<file path="config.mk">
export PLATFORM = sky130hd
export DESIGN_NAME = exc_pipe_ctrl
export DESIGN_NICKNAME = d
export VERILOG_FILES = /design/src/rtl/exc_pipe_ctrl.sv
export SDC_FILE = /design/constraint.sdc
export NUM_CORES = 1
export LEC_CHECK = 0
export CAP_MARGIN = 20
export CORE_AREA = 2 2 50 71
export CTS_CLUSTER_DIAMETER = 200
export DETAILED_ROUTE_END_ITERATION = 8
export DIE_AREA = 0 0 52 73
export GPL_TIMING_DRIVEN = 0
export PLACE_DENSITY_LB_ADDON = 0.3
export SLEW_MARGIN = 25
export SYNTH_ARGS = -nofsm -noshare
export SYNTH_HDL_FRONTEND = slang
export SYNTH_SLANG_ARGS = --single-unit
</file>
<file path="constraint.sdc">
create_clock -name clk -period 4 [get_ports clk]
set_input_delay 0.4 -clock clk [delete_from_list [all_inputs] [get_ports clk]]
set_output_delay 0.4 -clock clk [all_outputs]
set_load 0.02 [all_outputs]
</file>
<file path="src/rtl/exc_pipe_ctrl.sv">
// Exception sequencer for the 5-stage MIPS pipeline.
// Carries each instruction's ExcCode from D to M; the earliest detected code wins.
// Commits exceptions, interrupts and ERET in M.
// Drives flush, PC redirect and EPC/EXL control toward CP0.
module exc_pipe_ctrl #(
    parameter int                CODE_W   = 5,
    parameter logic [CODE_W-1:0] INT_CODE = '0,
    parameter logic [CODE_W-1:0] RI_CODE  = CODE_W'(10)
) (
    input  logic              clk,
    input  logic              reset,
    input  logic              stall,
    input  logic              fetch_vld,
    input  logic [CODE_W-1:0] exc_F,
    input  logic [CODE_W-1:0] exc_D,
    input  logic [CODE_W-1:0] exc_E,
    input  logic              eret_M,
    input  logic              int_pend,
    output logic              flush,
    output logic              exc_take,
    output logic [CODE_W-1:0] exc_code,
    output logic              epc_we,
    output logic              eret_take,
    output logic              redirect,
    output logic              redir_epc,
    output logic              exl
);

    localparam logic STATE_RUN = 1'b0;
    localparam logic STATE_EXL = 1'b1;

    logic [CODE_W-1:0] code_d_q, code_d_d;
    logic [CODE_W-1:0] code_e_q, code_e_d;
    logic [CODE_W-1:0] code_m_q, code_m_d;
    logic              vld_d_q, vld_d_d;
    logic              vld_e_q, vld_e_d;
    logic              vld_m_q, vld_m_d;
    logic              state_q, state_d;

    logic              int_hit;
    logic              sync_hit;
    logic              bad_eret;
    logic              take;
    logic              eret_hit;

    // Commit decision for the instruction in M; bubbles never commit anything.
    always_comb begin
        int_hit  = vld_m_q & int_pend & (state_q == STATE_RUN);
        sync_hit = vld_m_q & (code_m_q != '0);
        bad_eret = vld_m_q & eret_M & (state_q == STATE_RUN) & ~sync_hit;
        take     = int_hit | sync_hit | bad_eret;
        eret_hit = vld_m_q & eret_M & (state_q == STATE_EXL) & ~sync_hit & ~int_hit;

        // Interrupt outranks a synchronous code; a synchronous code outranks the ERET itself.
        exc_code = '0;
        if (int_hit) begin
            exc_code = INT_CODE;
        end else if (sync_hit) begin
            exc_code = code_m_q;
        end else if (bad_eret) begin
            exc_code = RI_CODE;
        end

        exc_take  = take;
        epc_we    = take & (state_q == STATE_RUN);
        eret_take = eret_hit;
        flush     = take | eret_hit;
        redirect  = take | eret_hit;
        redir_epc = eret_hit;
        exl       = (state_q == STATE_EXL);
    end

    // Stage advance: flush empties everything and beats stall; stall holds D and bubbles E.
    always_comb begin
        code_d_d = exc_F;
        vld_d_d  = fetch_vld;
        code_e_d = (code_d_q != '0) ? code_d_q : exc_D;
        vld_e_d  = vld_d_q;
        code_m_d = (code_e_q != '0) ? code_e_q : exc_E;
        vld_m_d  = vld_e_q;
        if (flush) begin
            code_d_d = '0;
            vld_d_d  = 1'b0;
            code_e_d = '0;
            vld_e_d  = 1'b0;
            code_m_d = '0;
            vld_m_d  = 1'b0;
        end else if (stall) begin
            code_d_d = code_d_q;
            vld_d_d  = vld_d_q;
            code_e_d = '0;
            vld_e_d  = 1'b0;
        end
    end

    // Handler state: any take enters (or stays in) EXL, a committed ERET returns to RUN.
    always_comb begin
        state_d = state_q;
        if (take) begin
            state_d = STATE_EXL;
        end else if (eret_hit) begin
            state_d = STATE_RUN;
        end
    end

    // State registers with synchronous reset that discards every pending code.
    always_ff @(posedge clk) begin
        if (reset) begin
            code_d_q <= '0;
            code_e_q <= '0;
            code_m_q <= '0;
            vld_d_q  <= 1'b0;
            vld_e_q  <= 1'b0;
            vld_m_q  <= 1'b0;
            state_q  <= STATE_RUN;
        end else begin
            code_d_q <= code_d_d;
            code_e_q <= code_e_d;
            code_m_q <= code_m_d;
            vld_d_q  <= vld_d_d;
            vld_e_q  <= vld_e_d;
            vld_m_q  <= vld_m_d;
            state_q  <= state_d;
        end
    end

endmodule

</file>
==> results.py <==
metrics = {
    "clocking": {
        "clk_path_buf_depth": 2,
        "htreeDepth": 1,
        "postCtsHoldBufs": 0,
        "ctsResizeCount": 0,
        "clkSinkCount": 19,
        "cts_root_buffer": "clkbuf_8",
        "numCtsBuffers": 3,
        "clk_latency_ps": 250,
        "post_cts_buffers": 0,
        "clk_pin_slew_ps": 70,
        "cts_tree": "done",
    },
    "critical_path": {
        "rr_startpoint": "code_m_q[0]",
        "cp-end-kind": "output pin",
        "critical_path_arrival_ps": 2320,
        "reg2reg_slack_ps": 2370,
        "path_max_fanout": 11,
        "critical_path_class": "reg2out",
        "r2r_cells": 5,
        "cp.required_ps": 3600,
        "r2r-end": "code_m_q[0]",
        "start_kind": "register",
    },
    "die": {
        "die_area_um2": 3800,
        "start_util_pct": 28.2,
        "die_w_um": 52,
        "die_h_um": 73,
        "rows": 25,
        "io_pins": 33,
        "core_um2": 3220,
    },
    "logic_synthesis": {
        "netlist_instances": 96,
        "synth_area_um2": 908,
        "yosys.area.top_type": "dfxtp_1",
        "yosysMostFrequentCell": "dfxtp_1",
        "synth_top_cells_by_area": "dfxtp_1, nor3_2, nor3_1",
        "synthArstFlopShare_pct": 0,
        "dominantRegCellSynth": "dfxtp_1",
        "synth_nets": 117,
        "syn_area_per_cell_um2": 9.46,
        "ys_seq_elements": 19,
        "yosysWarnings": 0,
        "yosysUniqueCellTypes": 27,
        "synth_top_area_share_pct": 41.9,
        "synth_commonest_cells": "dfxtp_1, nor3_1, inv_1",
        "seq_area_frac_synth_pct": 41.9,
        "synth_edf_count": 0,
    },
    "sta": {
        "setup_ws_ps": 1280,
        "period_share_pct": 68.1,
        "fin_crit_ps": 2720,
        "maxSlewViolCount": 0,
        "rsz0062_at_grt": "no",
        "setup_tns_ps": 0,
        "timing.fmax_mhz": 367,
        "relSlewSlack_pct": 49.9,
        "worstMarginPinSlew_ps": 752,
        "hold_violations": 0,
        "finClkSkew_ps": 1.50,
        "setup_violations": 0,
    },
    "pwr": {
        "seqPwrFrac_pct": 51.1,
        "leakagePower_nw": 0.490,
        "switching_share_pct": 24.5,
        "power_mw": 0.410,
        "powerDensity_nw_per_um2": 312,
        "power.internal_mw": 0.310,
        "switchingPower_mw": 0.101,
        "vdd_ir_drop_max_uv": 149,
        "combPwrFrac_pct": 17.3,
        "p_clk_share_pct": 31.6,
    },
    "global_routing": {
        "grt_max_degree": 12,
        "grt_pass1_wl_um": 3280,
        "grt_pass1_vias": 808,
        "grt_use_total_pct": 11.2,
        "grt_overflow": 0,
        "grt_antenna_before_repair": 0,
    },
    "place": {
        "gp_congestion": 0.785,
        "placed_cells": 167,
        "hpwl_um": 1490,
        "dp_slack_ps": 1340,
        "io_buffers": 31,
    },
    "detailed_routing": {
        "drt_first_pass_iters": 2,
        "wirelength_um": 1890,
        "antenna_left": 0,
        "vias": 785,
        "drt_iter0_drc": 11,
        "wl_per_cell_um": 11.0,
        "drc": 0,
        "vias_per_cell": 4.59,
    },
    "job": {
        "drv_cap": 0,
    },
    "finish": {
        "antenna_cells": 0,
        "area_delta_synth_final_pct": 44.8,
        "final_net_count": 153,
        "finalNonFillerCells": 171,
        "drive_gt1_share_pct": 16.0,
    },
    "min_path": {
        "whs_path_depth": 2,
        "hold_end": "vld_e_q",
        "hold_path.class": "reg2reg",
        "min-delay-start": "vld_d_q",
    },
    "outcome": {
        "status": "finished, final reports clean",
    },
}
[registers in the layout, indices dropped and copies added, names as in the netlist]
name,flops
code_d_q,5
code_e_q,5
code_m_q,5
exl,1
vld_d_q,1
vld_e_q,1
vld_m_q,1
[layout by cell type, fill, tap and decap left out, types with 2 or more instances in the layout]
| cell | count |
|---|---|
| o21a_1 | 2 |
| dfxtp_1 | 19 |
| nor3_1 | 13 |
| mux2i_1 | 6 |
| a31oi_1 | 8 |
| buf_4 | 2 |
| buf_1 | 2 |
| nor2b_1 | 2 |
| nor4_1 | 3 |
| o31ai_1 | 2 |
| clkdlybuf4s50_1 | 31 |
| clkbuf_8 | 3 |
| nor3_2 | 8 |
| a21oi_1 | 3 |
| and2_1 | 2 |
| inv_1 | 11 |
[stage by stage]
| step | area [um2] | hold WS (ps) | util (%) |
|---|---|---|---|
| CTS | 1320 | 452 | 40.8 |
| detailed placement | 1270 | 442 | 39.4 |
| finish | 1320 | 448 | 40.8 |
| global placement | 1270 | 437 | 39.4 |
| floorplan | 908 | 427 | - |
| global route | 1320 | 469 | 40.8 |
[area by class of cell]
type | instances | area (um2)
Timing Repair Buffer | 31 | 310
Multi-Input combinational cell | 59 | 429
Buffer | 7 | 57.6
Inverter | 11 | 41.3
Clock inverter | 1 | 5.00
Fill cell | 336 | 1910
Tap cell | 40 | 50.0
Clock buffer | 3 | 41.3
Sequential cell | 19 | 380
[layer usage]
metal  part of all wire [%]  up-vias  GRT usage (%)  routed length (um)
li1                       -      409              -                   -
met1                     40      346           11.2                 752
met2                     53       30           22.1                1000
met3                    6.9        0           2.05                 130
met4                      0        0           3.51                   0
met5                      0        -              0                   0
[critical path, stage by stage (launching register included)]
cell	delay (ps)
dfxtp_1	310
or3_4	420
o41a_1	390
buf_6	150
buf_12	150
buf_4	120
clkdlybuf4s50_1	530
[power by group through the flow]
stage               combinational, mW  clock [mW]  sequential (mW)
finish                         0.0710       0.130            0.210
global route                   0.0789       0.143            0.212
CTS                            0.0718       0.136            0.210
detailed placement             0.0716           0            0.214
global placement               0.0700           0            0.214
floorplan                      0.0431           0            0.212
[logic make-up (layout without fill, tap and decap cells)]
logic type             count (synthesis)  in the layout  share of synthesized area (%)
muxes                                  6              6                           6.61
buffers and inverters                 18             53                           10.9
DFF                                   19             19                           41.9
and+or+nand+nor                       36             36                           27.8
AOI/OAI and AO/OA                     17             17                           12.8
[worst max-delay path by stage]
stage	start	to	slack [ps]	cells after the start
finish	code_m_q[0]	redirect	1280	6
global route	code_m_q[0]	redirect	1210	6
CTS	code_m_q[0]	redirect	1250	6
detailed placement	eret_M	redirect	1340	6
global placement	eret_M	redirect	1330	6
floorplan	code_m_q[0]	redirect	2100	5
(Power assumes the default switching activity.)
